===== src/rtl/reg_readout_fsm_if.sv =====
// Handshake and datapath bundle for reg_readout_fsm: sweep request, register-file
// read port and the valid/ready output stream.
interface reg_readout_fsm_if #(
  parameter int unsigned DATA_W = 16
);
  logic              start;
  logic [3:0]        first_reg;
  logic [3:0]        last_reg;
  logic [DATA_W-1:0] RegData;
  logic              out_ready;
  logic [3:0]        MuxControlA;
  logic [15:0]       RegEnable;
  logic [DATA_W-1:0] out_data;
  logic [3:0]        out_index;
  logic              out_valid;
  logic              busy;
  logic              done;
  logic              chk_err;

  modport master (
    output start, first_reg, last_reg, RegData, out_ready,
    input  MuxControlA, RegEnable, out_data, out_index, out_valid, busy, done, chk_err
  );

  modport slave (
    input  start, first_reg, last_reg, RegData, out_ready,
    output MuxControlA, RegEnable, out_data, out_index, out_valid, busy, done, chk_err
  );
endinterface


===== src/rtl/reg_readout_fsm.sv =====
// Sweeps register indices first_reg..last_reg (wrapping mod 16) and streams each word out.
// Optional Fibonacci sequence check enabled by defining READOUT_FIB_CHECK_EN.
module reg_readout_fsm #(
  parameter int unsigned DATA_W = 16
) (
  input logic              clk,
  input logic              reset,
  reg_readout_fsm_if.slave rf
);

  typedef enum logic [2:0] {StIdle, StSelect, StCapture, StPresent, StDone} state_e;

  state_e            state_q;
  logic [3:0]        idx_q;
  logic [3:0]        end_q;
  logic [3:0]        mux_q;
  logic [DATA_W-1:0] out_data_q;
  logic [3:0]        out_index_q;
  logic              out_valid_q;
  logic              busy_q;
  logic              done_q;

`ifdef READOUT_FIB_CHECK_EN
  logic [DATA_W-1:0] prev1_q;
  logic [DATA_W-1:0] prev2_q;
  logic [1:0]        hist_cnt_q;
  logic              chk_err_q;
  logic [DATA_W-1:0] fib_sum;

  assign fib_sum = prev1_q + prev2_q;
`endif

  always_ff @(posedge clk or posedge reset) begin
    if (reset) begin
      state_q     <= StIdle;
      idx_q       <= '0;
      end_q       <= '0;
      mux_q       <= '0;
      out_data_q  <= '0;
      out_index_q <= '0;
      out_valid_q <= 1'b0;
      busy_q      <= 1'b0;
      done_q      <= 1'b0;
`ifdef READOUT_FIB_CHECK_EN
      prev1_q     <= '0;
      prev2_q     <= '0;
      hist_cnt_q  <= '0;
      chk_err_q   <= 1'b0;
`endif
    end else begin
      done_q <= 1'b0;
      unique case (state_q)
        StIdle: begin
          if (rf.start) begin
            idx_q   <= rf.first_reg;
            end_q   <= rf.last_reg;
            mux_q   <= rf.first_reg;
            busy_q  <= 1'b1;
            state_q <= StSelect;
`ifdef READOUT_FIB_CHECK_EN
            hist_cnt_q <= '0;
            chk_err_q  <= 1'b0;
`endif
          end
        end
        // Mux A settles for one cycle before RegData is trusted.
        StSelect: state_q <= StCapture;
        StCapture: begin
          out_data_q  <= rf.RegData;
          out_index_q <= idx_q;
          out_valid_q <= 1'b1;
          state_q     <= StPresent;
`ifdef READOUT_FIB_CHECK_EN
          if (hist_cnt_q == 2'd2 && rf.RegData != fib_sum) chk_err_q <= 1'b1;
          if (hist_cnt_q != 2'd2) hist_cnt_q <= hist_cnt_q + 2'd1;
          prev2_q <= prev1_q;
          prev1_q <= rf.RegData;
`endif
        end
        StPresent: begin
          if (rf.out_ready) begin
            out_valid_q <= 1'b0;
            if (idx_q == end_q) begin
              mux_q   <= '0;
              done_q  <= 1'b1;
              state_q <= StDone;
            end else begin
              idx_q   <= idx_q + 4'd1;
              mux_q   <= idx_q + 4'd1;
              state_q <= StSelect;
            end
          end
        end
        StDone: begin
          busy_q  <= 1'b0;
          state_q <= StIdle;
        end
        default: state_q <= StIdle;
      endcase
    end
  end

  assign rf.MuxControlA = mux_q;
  assign rf.RegEnable   = '0;
  assign rf.out_data    = out_data_q;
  assign rf.out_index   = out_index_q;
  assign rf.out_valid   = out_valid_q;
  assign rf.busy        = busy_q;
  assign rf.done        = done_q;
`ifdef READOUT_FIB_CHECK_EN
  assign rf.chk_err     = chk_err_q;
`else
  assign rf.chk_err     = 1'b0;
`endif

endmodule


===== src/flat_wrapper.sv =====
// flat-port wrapper written by rule: the top's interface ports become plain ports
module reg_readout_fsm_flat 
#(
  parameter int unsigned DATA_W = 16
)
  (clk, reset, rf_start, rf_first_reg, rf_last_reg, rf_RegData, rf_out_ready, rf_MuxControlA, rf_RegEnable, rf_out_data, rf_out_index, rf_out_valid, rf_busy, rf_done, rf_chk_err);
  reg_readout_fsm_if #(.DATA_W(DATA_W)) rf_i ();
  input logic clk;
  input logic reset;
  input wire logic [$bits(rf_i.start)-1:0] rf_start;
  input wire logic [$bits(rf_i.first_reg)-1:0] rf_first_reg;
  input wire logic [$bits(rf_i.last_reg)-1:0] rf_last_reg;
  input wire logic [$bits(rf_i.RegData)-1:0] rf_RegData;
  input wire logic [$bits(rf_i.out_ready)-1:0] rf_out_ready;
  output wire logic [$bits(rf_i.MuxControlA)-1:0] rf_MuxControlA;
  output wire logic [$bits(rf_i.RegEnable)-1:0] rf_RegEnable;
  output wire logic [$bits(rf_i.out_data)-1:0] rf_out_data;
  output wire logic [$bits(rf_i.out_index)-1:0] rf_out_index;
  output wire logic [$bits(rf_i.out_valid)-1:0] rf_out_valid;
  output wire logic [$bits(rf_i.busy)-1:0] rf_busy;
  output wire logic [$bits(rf_i.done)-1:0] rf_done;
  output wire logic [$bits(rf_i.chk_err)-1:0] rf_chk_err;
  assign rf_i.start = rf_start;
  assign rf_i.first_reg = rf_first_reg;
  assign rf_i.last_reg = rf_last_reg;
  assign rf_i.RegData = rf_RegData;
  assign rf_i.out_ready = rf_out_ready;
  assign rf_MuxControlA = rf_i.MuxControlA;
  assign rf_RegEnable = rf_i.RegEnable;
  assign rf_out_data = rf_i.out_data;
  assign rf_out_index = rf_i.out_index;
  assign rf_out_valid = rf_i.out_valid;
  assign rf_busy = rf_i.busy;
  assign rf_done = rf_i.done;
  assign rf_chk_err = rf_i.chk_err;
  reg_readout_fsm #(.DATA_W(DATA_W)) u_core (.clk(clk), .reset(reset), .rf(rf_i));
endmodule

===== config.mk =====
export PLATFORM = sky130hd
export DESIGN_NAME = reg_readout_fsm_flat
export DESIGN_NICKNAME = d
export VERILOG_FILES = /design/src/rtl/reg_readout_fsm_if.sv /design/src/rtl/reg_readout_fsm.sv /design/src/flat_wrapper.sv
export SDC_FILE = /design/constraint.sdc
export NUM_CORES = 1
export LEC_CHECK = 0
export CAP_MARGIN = 20
export CORE_ASPECT_RATIO = 1.1
export CORE_MARGIN = 2
export CORE_UTILIZATION = 40
export CTS_BUF_LIST = sky130_fd_sc_hd__clkbuf_4 sky130_fd_sc_hd__clkbuf_8
export CTS_CLUSTER_SIZE = 12
export DETAILED_ROUTE_END_ITERATION = 8
export PLACE_DENSITY = 0.78
export SLEW_MARGIN = 20
export SYNTH_ARGS = -nofsm -noshare
export SYNTH_HDL_FRONTEND = slang
export SYNTH_SLANG_ARGS = --single-unit

===== constraint.sdc =====
create_clock -name clk -period 1.5 [get_ports clk]
set_input_delay 0.3 -clock clk [delete_from_list [all_inputs] [get_ports clk]]
set_output_delay 0.3 -clock clk [all_outputs]
set_load 0.005 [all_outputs]

## After elaboration in Yosys (flattened, before gate mapping)

Cells that the tools add are included.

| storage, ports and cells | value |
|---|---|
| output and inout port bits | 44 |
| register bits | 38 |
| word-level logic and storage cells | 46 |
| bits of input ports | 28 |

| operators by class | value |
|---|---|
| mux-type cells | 18 |
| add/subtract/negate cells | 1 |
| reduce and logical (&&, ||, !) cells | 10 |
| equality and inequality tests | 8 |

Operators by type and width:

| cell | count |
|---|---|
| 4-bit 2-to-1 mux | 5 |
| 4-bit one-hot mux with 2 select lines | 2 |
| 3-bit one-hot mux with 4 select lines | 1 |
| 3-bit 2-to-1 mux | 3 |
| 2-bit AND reduction | 4 |
| 3-bit by 2-bit == test with 1-bit output, second input constant | 2 |
| 2-bit != test, second input constant | 3 |
| 2-bit nonzero test | 3 |
| 1-bit 2-to-1 mux | 5 |
| 4-bit by 1-bit adder with 4-bit output, second input constant | 1 |
| 4-bit == test | 1 |
| 1-bit one-hot mux with 2 select lines | 2 |
| 4-bit AND reduction | 1 |
| 3-bit by 1-bit == test with 1-bit output, second input constant | 1 |
| 3-bit == test, second input constant | 1 |
| 3-bit logical NOT | 1 |
| 3-bit AND reduction | 1 |

## Depth between registers and ports, before layout

| logic depth | value |
|---|---|
| depth in word-level cells | 4 |
| depth in mapped cells | 6 |
| gate-level depth less buffers | 4 |

## Least setup slack after synthesis

Ideal clock, no wire load.

| timing path | value |
|---|---|
| path kind | reg2reg |
| start | register u_core.state_q[0] |
| end | register u_core.mux_q[0], in the netlist u_core.rf.MuxControlA[0] |
| period minus slack after synthesis | 1.541 ns |
| arrival | 1.422 ns |
| cell stages (with the launch flop) | 7 |
| path slack | -0.041 ns |
| library setup time | 0.119 ns |
| buffers on the path | 2 |
| data required time | 1.381 ns |
| cells stage by stage | dfrtp_1 > buf_6 > or4b_1 > buf_6 > nand2_4 > o311ai_1 > o21a_1 |

| between the ends | value |
|---|---|
| cells in the longest elaborated chain, start to end | 3 |
| elaborated cells on any way between the ends | 7 |
| those cells by class | 3 x eq/ne; 1 x mux; 3 x reduce/logical |

Ends and longest elaborated chain:

| item | RTL line | text |
|---|---|---|
| start, declared | reg_readout_fsm.sv:13 | `state_e state_q;` |
| start signal, assigned | reg_readout_fsm.sv:35 | `state_q <= StIdle;` |
| start signal, assigned | reg_readout_fsm.sv:59 | `state_q <= StSelect;` |
| start signal, assigned | reg_readout_fsm.sv:67 | `StSelect: state_q <= StCapture;` |
| 3-bit by 2-bit == test with 1-bit output / 3-bit logical NOT (equally long branches) | reg_readout_fsm.sv:52 | `unique case (state_q)` |
| 2-bit != test (no line) / 2-bit nonzero test (equally long branches) | n/a |  |
| 3-bit AND reduction (no line) | n/a |  |
| end signal, assigned | reg_readout_fsm.sv:57 | `mux_q <= rf.first_reg;` |
| end signal, assigned | reg_readout_fsm.sv:89 | `mux_q <= idx_q + 4'd1;` |
| end, declared | reg_readout_fsm.sv:16 | `logic [3:0] mux_q;` |

Parallel ways exist; a longest one is shown, timed or not.
A chain may end at the register's enable or synchronous reset.

## Worst setup path after layout

| timing path | value |
|---|---|
| start | register u_core.state_q[2] |
| end | register u_core.out_index_q[3], in the netlist u_core.rf.out_index[3] |

| between the ends | value |
|---|---|
| cells in the longest elaborated chain, start to end | 1 |

Ends and longest elaborated chain:

| item | RTL line | text |
|---|---|---|
| 3-bit by 2-bit == test with 1-bit output | reg_readout_fsm.sv:52 |  |
| end signal, assigned | reg_readout_fsm.sv:70 | `out_index_q <= idx_q;` |
| end, declared | reg_readout_fsm.sv:18 | `logic [3:0] out_index_q;` |

No other way between the ends.

==> results_dict.tcl <==
set metrics [dict create \
    routabilityCongestion 0.7908 \
    crit_path_start_kind "register" \
    nNetsFinal 264 \
    clkSinkCount 38 \
    critPathMaxStageDelay_ns 0.45 \
    p_leak_nw 1.365 \
    holdBufCountCts 0 \
    crit_fanout 6 \
    preCtsSetupSlack_ns -0.3053 \
    cp.required_ns 1.67 \
    cts_tree "done" \
    ir_drop_mv 1.003 \
    regToRegSetupSlack_ns -0.03 \
    stdcell_count 290 \
    crit_slowest_cell "dfrtp_2" \
    power.share.switching 0.3120 \
    finalSetupViolations 11 \
    power.density_nw_per_um2 2057 \
    avgViaCountPerCell 4.714 \
    fillers 352 \
    holdWs_ns 0.3532 \
    cap_viol_max_count 0 \
    finalCriticalPeriod_ns 1.532 \
    grt_max_degree 39 \
    power_mw 5.851 \
    drc 0 \
    grt_pass1_vias 1358 \
    syn-cell-area_um2 1785 \
    synth_seq_cells 38 \
    drtAntennaViolNets 0 \
    violations "negative setup slack" \
    gr-usage-all-layers 0.1682 \
    dr.first_iter.drc_count 45 \
    dieWidth_um 67.70 \
    hp-class "in -> async" \
    path_buf_inv 3 \
    clk_path_buf_depth 2 \
    crit_chain "buf_6, nor3b_4, buf_6, clkbuf_16, mux2_2" \
    pin_count 72 \
    hold_viol 0 \
    drt-wirelength-per-cell_um 14.83 \
    syn_inst 148 \
    antennaDiodeCount 0 \
    core_area_um2 4285 \
    syn_to_final_growth_pct 59.29 \
    vias 1367 \
    rsz0062_at_grt "yes" \
    layout_worst_path_cycle_share 1.021 \
    grt_antenna_before_repair 0 \
    pwr-share-seq 0.311 \
    ff_latch_area_um2 953.4 \
    final_layout_size_suffix_gt1_frac 0.3008 \
    finalMaxSlewViolations 0 \
    crit_family "flip-flops" \
    worst_setup_path_end_kind "register" \
    avgSynthCellArea_um2 12.06 \
    intPower_mw 4.026 \
    cts_root_buffer "clkbuf_8" \
    htreeDepth 2 \
    fin_skew_ns 0.004805 \
    yosys_warnings 0 \
    cts-buffers-inserted 5 \
    post-dp-hpwl_mm 2.704 \
    drt-total-wl_mm 4.301 \
    worst_ep_arrival_time_ns 1.70 \
    fin_ws_ns -0.03158 \
    clk-insertion-delay-late_ns 0.29 \
    combPwrFrac 0.548 \
    die_h_um 74.07 \
    rows 25 \
    start_util 0.4166 \
    status "finished with violations" \
    synth_cell_types 34 \
    grt-ovfl-total 0 \
    multi_input_area_um2 818.3 \
    first_pass_iters 4 \
    cpMostUsedCell "buf_6" \
    critical_path_class "reg -> reg" \
    io_buffers 54 \
    dp.cells 271 \
    dieArea_um2 5015 \
    clockPowerShare 0.141 \
    timing.fmax_ghz 0.6529 \
    switchingPower_mw 1.826 \
    grt_pass1_wl_mm 6.175 \
    yosysSeqAreaShare 0.5326 \
    clkTransAtPathRegs_ns 0.07 \
]
## through the flow
step	cell area (µm²)	setup TNS, ns	util
CTS	2601	-0.00002198	0.6070
finish	2844	-0.1375	0.6637
global placement	2479	-2.437	0.5784
detailed placement	2479	-2.595	0.5784
global route	2844	-0.5011	0.6637
floorplan	1852	-0.08040	-
## worst reg2reg max path: cells and delay by family (launching register included)
| family | cells | cell delay (ns) |
|---|---|---|
| buffers and inverters | 3 | 0.44 |
| DFF | 1 | 0.45 |
| muxes | 1 | 0.33 |
| and+or+nand+nor | 1 | 0.19 |
## cell usage in the layout (no fill, tap or decap), types with 2 or more instances in the layout
cell type / count
clkdlybuf4s50_1: 46
dfrtp_1: 36
buf_4: 23
conb_1: 17
nand2_1: 15
mux2_4: 13
clkbuf_8: 8
dlymetal6s2s_1: 8
mux2_2: 7
a21oi_1: 5
xnor2_1: 5
buf_6: 5
inv_1: 4
mux2i_1: 3
nand3_1: 3
nor2_1: 2
or4b_4: 2
o22ai_1: 2
o311ai_1: 2
o21a_1: 2
o21ai_1: 2
nor2b_1: 2
clkbuf_16: 2
buf_12: 2
dfrtp_2: 2
## kinds of logic after synthesis
family,share of synthesized area
AO/OA/AOI/OAI,0.07148
XOR/XNOR,0.02943
adder cells (fa/ha/maj),0.007007
buffers and inverters,0.1037
flip-flops,0.5326
multiplexers,0.1430
other,0.002100
AND/OR/NAND/NOR,0.1107
## per-layer routing
metal  part of all wire  routed length, µm  global-route usage
met4              0.014                 59             0.06803
met3              0.051                220             0.06051
met5                  0                  0                   0
met2               0.51               2193              0.2723
met1               0.42               1827              0.2031
## final cells by class
cell class,instances,share of cell area
Timing Repair Buffer,86,0.3093
Inverter,4,0.005279
Tap cell,54,0.02376
Sequential cell,38,0.3352
Multi-Input combinational cell,100,0.2877
Clock buffer,8,0.03872
## power by group through the flow
stage	Clock, mW	Combinational [mW]	Sequential, mW
4_1_cts	0.845	2.69	1.79
3_5_place_dp	0	2.65	1.81
6_report	0.824	3.21	1.82
5_1_grt	0.887	3.49	1.88
2_1_floorplan	0	1.34	1.83
3_3_place_gp	0	2.61	1.78
## cell usage after synthesis
cell type  count  area, µm²
and3_1         1      6.260
nor3b_1        2      15.01
conb_1         1      3.750
nand2_4        1      11.26
o2bb2ai_1      1      8.760
o22ai_1        2      12.51
clkbuf_2       1      5.000
or4b_1         1      10.01
buf_2          3      15.01
mux2_2        20      225.2
buf_6          2      22.52
o21a_1         2      15.01
dfrtp_1       38      950.9
nor2b_1        2      12.51
o311ai_1       2      17.52
a311oi_1       1      8.760
a21o_1         1      7.510
nand4b_4       1      23.77
o21ai_0        3      15.01
nand3_1        3      15.01
nor2_1         3      11.26
and4_1         1      8.760
a41oi_1        1      8.760
inv_1          4      15.01
xnor2_1        6      52.55
nand3b_1       1      7.510
nor3_1         1      5.000
ha_1           1      12.51
o31a_1         1      8.760
buf_4         17      127.6
nand2_1       15      56.30
a21oi_1        5      25.02
nor4b_2        1      15.01
mux2i_1        3      30.03
## state kept, by name (all words and copies together), names as in the netlist
name and count:
u_core.rf.out_data 16, u_core.end_q 4, u_core.idx_q 4, u_core.rf.MuxControlA 4, u_core.rf.out_index 4, u_core.state_q 3
u_core.rf.busy 1, u_core.rf.done 1, u_core.rf.out_valid 1
## final timing paths
check / startpoint / to / cells past startpoint
setup / recovery: u_core.state_q[2] / u_core.rf.out_index[3] / 5
hold / removal: reset / u_core.rf.out_data[7] / 3
setup reg to reg: u_core.state_q[2] / u_core.rf.out_index[3] / 5
hold reg to reg: u_core.rf.out_valid / u_core.rf.out_valid / 1
max in group asynchronous: reset / u_core.state_q[2] / 3
min in group clk: u_core.rf.out_valid / u_core.rf.out_valid / 1
## timing repair
item / 4_1_cts / 5_1_grt
resized for setup: 3 / 35
setup buffers: 0 / 8
gates cloned: 0 / 4
pin swaps: 0 / 2
endpoints found under the setup margin: 25 / 31
(Power assumes the default switching activity.)
